$ cat src/rtl/uart_tx_fifo_if.sv
// Write port bundle for uart_tx_fifo: valid/ready byte handshake.
//   i_TX_DV    : write request from the producer
//   i_TX_Byte  : write data, DATA_WIDTH bits
//   o_TX_Ready : transmitter FIFO can accept a write this cycle
// master = byte producer, slave = transmitter.
interface uart_tx_fifo_if #(
    parameter int unsigned DATA_WIDTH = 8
);
    logic                  i_TX_DV;
    logic [DATA_WIDTH-1:0] i_TX_Byte;
    logic                  o_TX_Ready;

    modport master (
        output i_TX_DV,
        output i_TX_Byte,
        input  o_TX_Ready
    );

    modport slave (
        input  i_TX_DV,
        input  i_TX_Byte,
        output o_TX_Ready
    );
endinterface

$ cat src/rtl/uart_tx_fifo.sv
// UART transmitter with a small transmit FIFO.
// Build-time data width; runtime baud divisor, parity and stop-bit count,
// all sampled when a frame starts. Back-to-back frames leave no idle gap.
// Ports:
//   i_Clock, i_Rst_L     : clock, synchronous active-low reset
//   wr (slave)           : i_TX_DV / i_TX_Byte / o_TX_Ready write port
//   i_Clks_Per_Bit       : clocks per bit (0 treated as 1)
//   i_Parity_En          : append parity bit after data
//   i_Parity_Odd         : odd (1) or even (0) parity
//   i_Two_Stop           : two stop bits (1) or one (0)
//   o_FIFO_Count         : entries held in the FIFO
//   o_TX_Active          : frame in progress
//   o_TX_Serial          : serial line, idle high
//   o_TX_Done            : one-cycle pulse at the end of each frame
module uart_tx_fifo #(
    parameter int unsigned DATA_WIDTH = 8,
    parameter int unsigned FIFO_DEPTH = 4,
    parameter int unsigned CNT_W      = 16
) (
    input  logic                          i_Clock,
    input  logic                          i_Rst_L,
    uart_tx_fifo_if.slave                 wr,
    input  logic [CNT_W-1:0]              i_Clks_Per_Bit,
    input  logic                          i_Parity_En,
    input  logic                          i_Parity_Odd,
    input  logic                          i_Two_Stop,
    output logic [$clog2(FIFO_DEPTH):0]   o_FIFO_Count,
    output logic                          o_TX_Active,
    output logic                          o_TX_Serial,
    output logic                          o_TX_Done
);

    localparam int unsigned AW = (FIFO_DEPTH > 1) ? $clog2(FIFO_DEPTH) : 1;
    localparam int unsigned CW = $clog2(FIFO_DEPTH) + 1;
    localparam int unsigned IW = $clog2(DATA_WIDTH + 1);

    localparam logic [2:0] S_IDLE   = 3'd0;
    localparam logic [2:0] S_START  = 3'd1;
    localparam logic [2:0] S_DATA   = 3'd2;
    localparam logic [2:0] S_PARITY = 3'd3;
    localparam logic [2:0] S_STOP   = 3'd4;

    // frame state
    logic [2:0]            state_q,    state_d;
    logic [CNT_W-1:0]      cnt_q,      cnt_d;
    logic [CNT_W-1:0]      cpb_q,      cpb_d;
    logic [IW-1:0]         idx_q,      idx_d;
    logic                  stop2_q,    stop2_d;
    logic [DATA_WIDTH-1:0] shift_q,    shift_d;
    logic                  par_en_q,   par_en_d;
    logic                  par_bit_q,  par_bit_d;
    logic                  two_stop_q, two_stop_d;
    logic                  serial_q,   serial_d;
    logic                  active_q,   active_d;
    logic                  done_q,     done_d;

    // FIFO state
    logic [DATA_WIDTH-1:0] mem_q [FIFO_DEPTH];
    logic [DATA_WIDTH-1:0] mem_d [FIFO_DEPTH];
    logic [AW-1:0]         wr_ptr_q,   wr_ptr_d;
    logic [AW-1:0]         rd_ptr_q,   rd_ptr_d;
    logic [CW-1:0]         count_q,    count_d;
    logic                  ready_q,    ready_d;

    logic                  push;
    logic                  pop;
    logic                  start_frame;
    logic                  bit_end;
    logic                  fifo_nonempty;
    logic [DATA_WIDTH-1:0] head;

    // Next-state logic for the frame sequencer and FIFO.
    always_comb begin
        state_d     = state_q;
        cpb_d       = cpb_q;
        idx_d       = idx_q;
        stop2_d     = stop2_q;
        shift_d     = shift_q;
        par_en_d    = par_en_q;
        par_bit_d   = par_bit_q;
        two_stop_d  = two_stop_q;
        serial_d    = serial_q;
        active_d    = active_q;
        done_d      = 1'b0;
        start_frame = 1'b0;
        pop         = 1'b0;

        push          = wr.i_TX_DV && ready_q;
        head          = mem_q[rd_ptr_q];
        fifo_nonempty = (count_q != '0);
        bit_end       = (cnt_q == (cpb_q - CNT_W'(1)));
        cnt_d         = bit_end ? '0 : (cnt_q + CNT_W'(1));

        case (state_q)
            S_IDLE: begin
                serial_d = 1'b1;
                active_d = 1'b0;
                cnt_d    = '0;
                if (fifo_nonempty) begin
                    start_frame = 1'b1;
                end
            end
            S_START: begin
                if (bit_end) begin
                    state_d  = S_DATA;
                    serial_d = shift_q[0];
                    idx_d    = '0;
                end
            end
            S_DATA: begin
                if (bit_end) begin
                    if (idx_q == IW'(DATA_WIDTH - 1)) begin
                        if (par_en_q) begin
                            state_d  = S_PARITY;
                            serial_d = par_bit_q;
                        end else begin
                            state_d  = S_STOP;
                            serial_d = 1'b1;
                            stop2_d  = 1'b0;
                        end
                    end else begin
                        idx_d    = idx_q + IW'(1);
                        shift_d  = shift_q >> 1;
                        serial_d = shift_q[1];
                    end
                end
            end
            S_PARITY: begin
                if (bit_end) begin
                    state_d  = S_STOP;
                    serial_d = 1'b1;
                    stop2_d  = 1'b0;
                end
            end
            S_STOP: begin
                if (bit_end) begin
                    if (two_stop_q && !stop2_q) begin
                        stop2_d = 1'b1;
                    end else begin
                        done_d = 1'b1;
                        if (fifo_nonempty) begin
                            start_frame = 1'b1;
                        end else begin
                            state_d  = S_IDLE;
                            serial_d = 1'b1;
                            active_d = 1'b0;
                        end
                    end
                end
            end
            default: begin
                state_d  = S_IDLE;
                serial_d = 1'b1;
                active_d = 1'b0;
                cnt_d    = '0;
            end
        endcase

        // Frame start: pop head and latch this frame's configuration.
        if (start_frame) begin
            pop        = 1'b1;
            state_d    = S_START;
            shift_d    = head;
            cpb_d      = (i_Clks_Per_Bit == '0) ? CNT_W'(1) : i_Clks_Per_Bit;
            par_en_d   = i_Parity_En;
            par_bit_d  = (^head) ^ i_Parity_Odd;
            two_stop_d = i_Two_Stop;
            serial_d   = 1'b0;
            active_d   = 1'b1;
            cnt_d      = '0;
            idx_d      = '0;
            stop2_d    = 1'b0;
        end

        // Circular buffer; power-of-two depth lets pointers wrap naturally.
        mem_d = mem_q;
        if (push) begin
            mem_d[wr_ptr_q] = wr.i_TX_Byte;
        end
        wr_ptr_d = push ? (wr_ptr_q + AW'(1)) : wr_ptr_q;
        rd_ptr_d = pop  ? (rd_ptr_q + AW'(1)) : rd_ptr_q;
        count_d  = count_q + CW'(push) - CW'(pop);
        ready_d  = (count_d < CW'(FIFO_DEPTH));
    end

    // State registers with synchronous reset.
    always_ff @(posedge i_Clock) begin
        if (!i_Rst_L) begin
            state_q    <= S_IDLE;
            cnt_q      <= '0;
            cpb_q      <= '0;
            idx_q      <= '0;
            stop2_q    <= 1'b0;
            shift_q    <= '0;
            par_en_q   <= 1'b0;
            par_bit_q  <= 1'b0;
            two_stop_q <= 1'b0;
            serial_q   <= 1'b1;
            active_q   <= 1'b0;
            done_q     <= 1'b0;
            wr_ptr_q   <= '0;
            rd_ptr_q   <= '0;
            count_q    <= '0;
            ready_q    <= 1'b1;
            for (int i = 0; i < int'(FIFO_DEPTH); i++) begin
                mem_q[i] <= '0;
            end
        end else begin
            state_q    <= state_d;
            cnt_q      <= cnt_d;
            cpb_q      <= cpb_d;
            idx_q      <= idx_d;
            stop2_q    <= stop2_d;
            shift_q    <= shift_d;
            par_en_q   <= par_en_d;
            par_bit_q  <= par_bit_d;
            two_stop_q <= two_stop_d;
            serial_q   <= serial_d;
            active_q   <= active_d;
            done_q     <= done_d;
            wr_ptr_q   <= wr_ptr_d;
            rd_ptr_q   <= rd_ptr_d;
            count_q    <= count_d;
            ready_q    <= ready_d;
            mem_q      <= mem_d;
        end
    end

    assign wr.o_TX_Ready = ready_q;
    assign o_FIFO_Count  = count_q;
    assign o_TX_Active   = active_q;
    assign o_TX_Serial   = serial_q;
    assign o_TX_Done     = done_q;

endmodule

$ cat src/flat_wrapper.sv
// flat-port wrapper written by rule: the top's interface ports become plain ports
module uart_tx_fifo_flat 
#(
    parameter int unsigned DATA_WIDTH = 8,
    parameter int unsigned FIFO_DEPTH = 4,
    parameter int unsigned CNT_W      = 16
)
  (i_Clock, i_Rst_L, i_Clks_Per_Bit, i_Parity_En, i_Parity_Odd, i_Two_Stop, o_FIFO_Count, o_TX_Active, o_TX_Serial, o_TX_Done, wr_i_TX_DV, wr_i_TX_Byte, wr_o_TX_Ready);
  uart_tx_fifo_if #(.DATA_WIDTH(DATA_WIDTH)) wr_i ();
  input  logic i_Clock;
  input  logic i_Rst_L;
  input  logic [CNT_W-1:0] i_Clks_Per_Bit;
  input  logic i_Parity_En;
  input  logic i_Parity_Odd;
  input  logic i_Two_Stop;
  output logic [$clog2(FIFO_DEPTH):0] o_FIFO_Count;
  output logic o_TX_Active;
  output logic o_TX_Serial;
  output logic o_TX_Done;
  input wire logic [$bits(wr_i.i_TX_DV)-1:0] wr_i_TX_DV;
  input wire logic [$bits(wr_i.i_TX_Byte)-1:0] wr_i_TX_Byte;
  output wire logic [$bits(wr_i.o_TX_Ready)-1:0] wr_o_TX_Ready;
  assign wr_i.i_TX_DV = wr_i_TX_DV;
  assign wr_i.i_TX_Byte = wr_i_TX_Byte;
  assign wr_o_TX_Ready = wr_i.o_TX_Ready;
  uart_tx_fifo #(.DATA_WIDTH(DATA_WIDTH), .FIFO_DEPTH(FIFO_DEPTH), .CNT_W(CNT_W)) u_core (.i_Clock(i_Clock), .i_Rst_L(i_Rst_L), .wr(wr_i), .i_Clks_Per_Bit(i_Clks_Per_Bit), .i_Parity_En(i_Parity_En), .i_Parity_Odd(i_Parity_Odd), .i_Two_Stop(i_Two_Stop), .o_FIFO_Count(o_FIFO_Count), .o_TX_Active(o_TX_Active), .o_TX_Serial(o_TX_Serial), .o_TX_Done(o_TX_Done));
endmodule
$ cat config.mk
export PLATFORM = sky130hd
export DESIGN_NAME = uart_tx_fifo_flat
export DESIGN_NICKNAME = d
export VERILOG_FILES = /design/src/rtl/uart_tx_fifo_if.sv /design/src/rtl/uart_tx_fifo.sv /design/src/flat_wrapper.sv
export SDC_FILE = /design/constraint.sdc
export NUM_CORES = 1
export LEC_CHECK = 0
export CORE_MARGIN = 5
export CORE_UTILIZATION = 40
export CTS_CLUSTER_SIZE = 14
export DETAILED_ROUTE_END_ITERATION = 6
export PLACE_DENSITY_LB_ADDON = 0.15
export SYNTH_ARGS = -nofsm -noshare
export SYNTH_HDL_FRONTEND = slang
export SYNTH_SLANG_ARGS = --single-unit
$ cat constraint.sdc
create_clock -name i_Clock -period 10.2 [get_ports i_Clock]
set_input_delay 2.04 -clock i_Clock [delete_from_list [all_inputs] [get_ports i_Clock]]
set_output_delay 2.04 -clock i_Clock [all_outputs]
set_load 0.02 [all_outputs]
==> results of run 1 <==
-- area by class of cell --
class | instances | area [um^2]
Timing Repair Buffer | 40 | 390
Fill cell | 1115 | 5990
Clock inverter | 6 | 93.8
Clock buffer | 10 | 239
Multi-Input combinational cell | 408 | 2600
Inverter | 12 | 45.0
Sequential cell | 94 | 1880
Tap cell | 143 | 179
-- power breakdown --
part           switching [mW]  total (mW)  internal [mW]
registers              0.0760       0.508          0.432
logic                   0.285       0.508          0.223
clock network           0.148       0.371          0.223
total                   0.509        1.39          0.878
-- per-layer routing --
metal | vias to the layer above | wire (um) | GRT usage (%)
met1 | 1899 | 5380 | 21.6
met4 | 0 | 129 | 5.23
met5 | - | 0 | 0
met2 | 59 | 5450 | 27.1
li1 | 1977 | - | -
met3 | 9 | 355 | 3.08
-- critical path, delay by kind of cell (launching register included) --
family / cells / cell delay (ps)
buffers and inverters: 1 / 80
adders and majority gates: 3 / 870
DFF: 1 / 400
and+or+nand+nor: 5 / 1190
AOI/OAI and AO/OA: 4 / 1440
-- synthesized netlist by cell type (all sizes together) (8+ instances only) --
master	number
a21oi	60
buf	8
clkbuf	25
dfxtp	94
ha	8
inv	12
mux4	8
nand2	69
nand3	51
nor2	41
nor3	8
o21ai	27
xnor2	26
xor2	23
-- cells by family after synthesis --
logic type	share of synthesized area, %
AOI/OAI and AO/OA	17.4
xor gates and xnor gates	9.19
adders and majority gates	2.57
buffers and inverters	4.02
DFF	40.3
muxes	4.71
and+or+nand+nor	21.8
-- stage by stage --
stage                     cell area (um^2)  utilization, %  hold slack, ps
after CTS                             5430            47.6             455
after global placement                5100            44.7             438
after detailed placement              5100            44.7             446
final                                 5430            47.6             452
after global routing                  5430            47.6             476
after floorplan                       4670               -             433
-- registers in the layout (all words and copies together), names as in the netlist, 2 cells and up --
| register | flops |
|---|---|
| u_core.wr_ptr_q | 2 |
| u_core.o_FIFO_Count | 3 |
| u_core.mem_q | 32 |
| u_core.rd_ptr_q | 2 |
| u_core.cnt_q | 16 |
| u_core.idx_q | 4 |
| u_core.cpb_q | 16 |
| u_core.state_q | 3 |
| u_core.shift_q | 8 |
-- final timing paths --
check | slack (ps) | startpoint | to | cells past startpoint
min reg2reg | 450 | u_core.mem_q[18] | u_core.mem_q[18] | 2
min | 450 | u_core.mem_q[18] | u_core.mem_q[18] | 2
max | 6110 | u_core.cpb_q[0] | u_core.o_FIFO_Count[1] | 13
max reg2reg | 6110 | u_core.cpb_q[0] | u_core.o_FIFO_Count[1] | 13
==> out/metrics.cfg, run 1 <==
[outcome]
outcome=finished clean

[yosys]
synth-seq-area-share_pct=40.3
synth_nets=586
syn_area_um2=4670
synth_area_leaders=dfxtp_1 (40%), a21oi_1 (6.4%), nand2_1 (5.5%)
ys_types=58
avgSynthCellArea_um2=8.54
yosys_warnings=0
syn_inst=547
synth_top_cell_by_area=dfxtp_1
synth_top_area_share_pct=40.3
synth_seq_cells=94
synth_edf_count=0
yosys_most_used_dff=dfxtp_1
async_flop_share_pct=0

[critical_path]
worst_path_most_repeated_cell=ha_1
required_ps=10430
critPathLaunchType=flop
cp_max_fo=18
max_stage_delay_ps=850
crit_type=flop to flop
endpoint_kind=flop
crit_chain=inv_1 -> ha_1 -> o21ba_2 -> a221oi_1 -> a41oi_1 -> or4_4 -> a2111oi_4 -> nor2_2 -> or2_2 -> nand3_1 -> ha_1 -> fa_1 -> and2_1
crit_arrival_ps=4330
critPathSlowestCell=a2111oi_4

[clock_tree]
path_clk_slew_ps=70
cts_setup_buffers=0
post_cts_resize_count=0
cts_root_buffer=clkbuf_16
cts_tree=done
cts_sinks=94
clk_latency_ps=340
cts_inserted_buffers=9
cts_hold_buf=0
cts_buffer_depth=2
htreeDepth=3

[place]
port_buffers=36
gp_congestion=0.836
hpwl_mm=8.03
place_ws_ps=6100
place_inst=697

[sta]
fin_crit_ps=4090
period_share_pct=40.1
slew_headroom_pct=29.6
setup_tns_ps=0
grt_setup_unrepaired=false
hold_viol=0
worst_slew_pin_slew_ps=1050
slew_viol_final=0
fmax_mhz=244
setup_viol_count_final=0
fin_ws_ps=6110
skew_ps=10.8

[floorplan]
die_width_um=118
coreArea_um2=11400
die_h_um=118
rows=39
start_util_pct=40.9
die_area_um2=13900
ios=37

[global_routing]
grt_pass1_wl_mm=19.1
grt_start_max_net_pins=55
gr-total-overflow=0
antenna_found_initial=0
grt_use_total_pct=16.4
grt_pass1_vias=3900

[cells_and_area]
fin_cells=713
diodes=0
final_common_cell=dfxtp_1
mostFrequentLayoutCells=dfxtp_1 (94), nand2_1 (69), a21oi_1 (60), nand3_1 (51), nor2_1 (40)
finalNetCount=604
drive_gt1_share_pct=7.54
syn_to_final_growth_pct=16.3

[detailed_routing]
initialDrtViolationCount=261
wl_mm=11.3
ant_nets=0
post_drt_via_cell_ratio=5.53
wire_per_inst_um=15.9
num_vias=3944
dr.pass1.iters=5
drcViolationCount=0

[power]
power_mw=1.39
ir_worst_vdd_mv=0.105
pwr_density_cell_nw_per_um2=255
p_leak_nw=1.90

[run]
drv_cap=0

[min_path]
holdCritPathClass=flop to flop

(Power assumes the default switching activity.)
==> run 2, diff against run 1 <==
==> constraint.sdc (replaced) <==
create_clock -name i_Clock -period 3.9 [get_ports i_Clock]
set_input_delay 0.78 -clock i_Clock [delete_from_list [all_inputs] [get_ports i_Clock]]
set_output_delay 0.78 -clock i_Clock [all_outputs]
set_load 0.02 [all_outputs]
==> run 2 against run 1 <==
  * Final cell count up 0.70%
  * Die area unchanged
  * Maximum frequency up 17%
  * Non-clock buffer count up 6
  * Sequential power rose to 2.6 times the previous value
  * Cell area about the same
  * Count of clock-buffer cells in the layout down 1
  * First-iteration DRC count up 1.1%
  * Wire length down 0.21%
  * Global-route usage up 0.11 points
  * Power rose to 2.6 times the previous value
  * Worst hold slack better by 1.8 ps
  * Largest power group is now combinational logic
==> out/metrics.cfg, run 2 (synthesis results as in run 1) <==
[clock_tree]
cts_buffer_depth=2  ; unchanged
cts_inserted_buffers=9  ; unchanged
cts_tree=done  ; unchanged
cts_sinks=94  ; unchanged
clk_latency_ps=350  ; was 340 ps
path_clk_slew_ps=70  ; about the same
cts_root_buffer=clkbuf_16  ; unchanged
htreeDepth=3  ; unchanged

[detailed_routing]
wire_per_inst_um=15.7  ; was 15.9 um
dr.pass1.iters=5  ; unchanged
initialDrtViolationCount=264  ; was 261
wl_mm=11.3  ; about the same
drcViolationCount=0  ; unchanged
ant_nets=0  ; unchanged
num_vias=3969  ; was 3,944
post_drt_via_cell_ratio=5.53  ; about the same

[floorplan]
ios=37  ; unchanged
coreArea_um2=11400  ; unchanged
rows=39  ; unchanged
start_util_pct=40.9  ; unchanged
die_area_um2=13900  ; unchanged
die_width_um=118  ; unchanged
die_h_um=118  ; unchanged

[cells_and_area]
drive_gt1_share_pct=8.52  ; was 7.54%
fill_cells=1157  ; was 1,115
final_common_cell=dfxtp_1  ; unchanged
fin_util_pct=47.6  ; about the same
diodes=0  ; unchanged
multi_input_area_um2=2610  ; was 2600 um^2
ff_latch_area_um2=1880  ; unchanged
finalNetCount=610  ; was 604
regMostFlops=u_core.mem_q  ; unchanged
largest_reg_flops=32  ; unchanged
reg_top3=u_core.mem_q: 32 flops, u_core.cnt_q: 16 flops, u_core.cpb_q: 16 flops  ; unchanged
syn_to_final_growth_pct=16.3  ; about the same
mostFrequentLayoutCells=dfxtp_1 (94), nand2_1 (69), a21oi_1 (60), nand3_1 (51), nor2_1 (40)  ; unchanged

[sta]
slew_viol_final=0  ; unchanged
fmax_mhz=286  ; was 244 MHz
fin_crit_ps=3500  ; was 4090 ps
worst_slew_pin_slew_ps=708  ; was 1050 ps
slew_headroom_pct=52.8  ; was 29.6%
setup_tns_ps=0  ; unchanged
grt_setup_unrepaired=false  ; unchanged
hold_viol=0  ; unchanged
setup_viol_count_final=0  ; unchanged
skew_ps=8.58  ; was 10.8 ps
period_share_pct=89.8  ; was 40.1%

[critical_path]
startpoint=u_core.cpb_q[0]  ; unchanged
worstReg2RegEnd=u_core.o_FIFO_Count[1]  ; unchanged
crit_arrival_ps=3750  ; was 4330 ps
cp_max_fo=9  ; was 18
endpoint_kind=flop  ; unchanged
reg2reg_from=u_core.cpb_q[0]  ; unchanged
rrSetupSlack_ps=400  ; was 6110 ps
required_ps=4150  ; was 10,430 ps
reg2regPathDepth=13  ; unchanged
critPathLaunchType=flop  ; unchanged
crit_path_end=u_core.o_FIFO_Count[1]  ; unchanged
crit_type=flop to flop  ; unchanged

[outcome]
outcome=finished clean  ; unchanged

[global_routing]
grt_pass1_wl_mm=19.1  ; about the same
grt_start_max_net_pins=35  ; was 55
grt_pass1_vias=3806  ; was 3,900
grt_use_total_pct=16.5  ; was 16.4%
gr-total-overflow=0  ; unchanged
antenna_found_initial=0  ; unchanged

[run]
drv_cap=0  ; unchanged

[min_path]
holdCritPathClass=flop to flop  ; unchanged
hold_path_depth=2  ; unchanged

[power]
pwr_density_cell_nw_per_um2=655  ; was 255 nW/um^2
ir_worst_vdd_mv=0.298  ; was 0.105 mV
p_leak_nw=1.91  ; was 1.90 nW

[place]
hpwl_mm=8.08  ; was 8.03 mm
gp_congestion=0.836  ; about the same
port_buffers=36  ; unchanged

-- run 2: cell count changes in the layout (fill, tap and decap cells not counted), sizes merged --
cell,previous run,this run
clkbuf,10,9
clkinv,2,4
bufinv,2,1
buf,4,10
clkinvlp,1,0
-- run 2: worst min-delay path by stage --
stage                            end        startpoint  slack (ps)
finish              u_core.mem_q[18]  u_core.mem_q[18]         450
global route         u_core.mem_q[5]   u_core.mem_q[5]         470
CTS                 u_core.mem_q[18]  u_core.mem_q[18]         450
detailed placement  u_core.mem_q[18]  u_core.mem_q[18]         450
global placement    u_core.mem_q[20]  u_core.mem_q[20]         440
floorplan           u_core.mem_q[12]  u_core.mem_q[12]         430
-- run 2: layout make-up --
type,instances,area share (%)
clock inverter,6,1.15
tap,143,3.29
timing repair buffer,46,8.01
sequential,94,34.6
multi-input combinational,408,47.9
clock buffer,9,4.14
inverter,12,0.829
-- run 2: per-layer routing --
layer	up-vias	GRT usage, %	wire [um]
met5	-	0	0
met4	0	7.46	280
met3	23	3.27	465
met2	88	25.9	5130
met1	1877	21.9	5410
li1	1981	-	-
-- run 2: critical path: stages (launching register included) --
cell and delay (ps):
dfxtp_1 400, inv_1 90, ha_2 250, o21ba_2 210, a221oi_1 280, a41oi_1 80
or4_4 540, a2111oi_4 370, nor2_2 80, or2_2 310, nand3_1 80, ha_1 160
fa_1 400, and2_1 160
-- run 2: per-stage QoR --
stage	instances	setup WS, ps	total power [mW]	area, um^2	hold WS [ps]
floorplan	547	219	2.33	4670	433
CTS	718	304	3.58	5430	455
finish	718	398	3.56	5430	454
global placement	703	413	2.68	5140	438
detailed placement	703	325	2.71	5140	446
global route	718	84.4	3.81	5430	473
-- run 2: what timing repair did --
action                     in CTS  in global routing
buffers inserted                0                  0
gates resized for setup         0                  1
setup endpoints to repair       0                  2
hold buffers                    0                  0
-- run 2: where the power goes --
part	leakage (nW)	total, mW	internal [mW]	switching (mW)
Combinational	1.00	1.36	0.598	0.761
Clock	0.145	0.874	0.493	0.381
Sequential	0.766	1.33	1.13	0.197
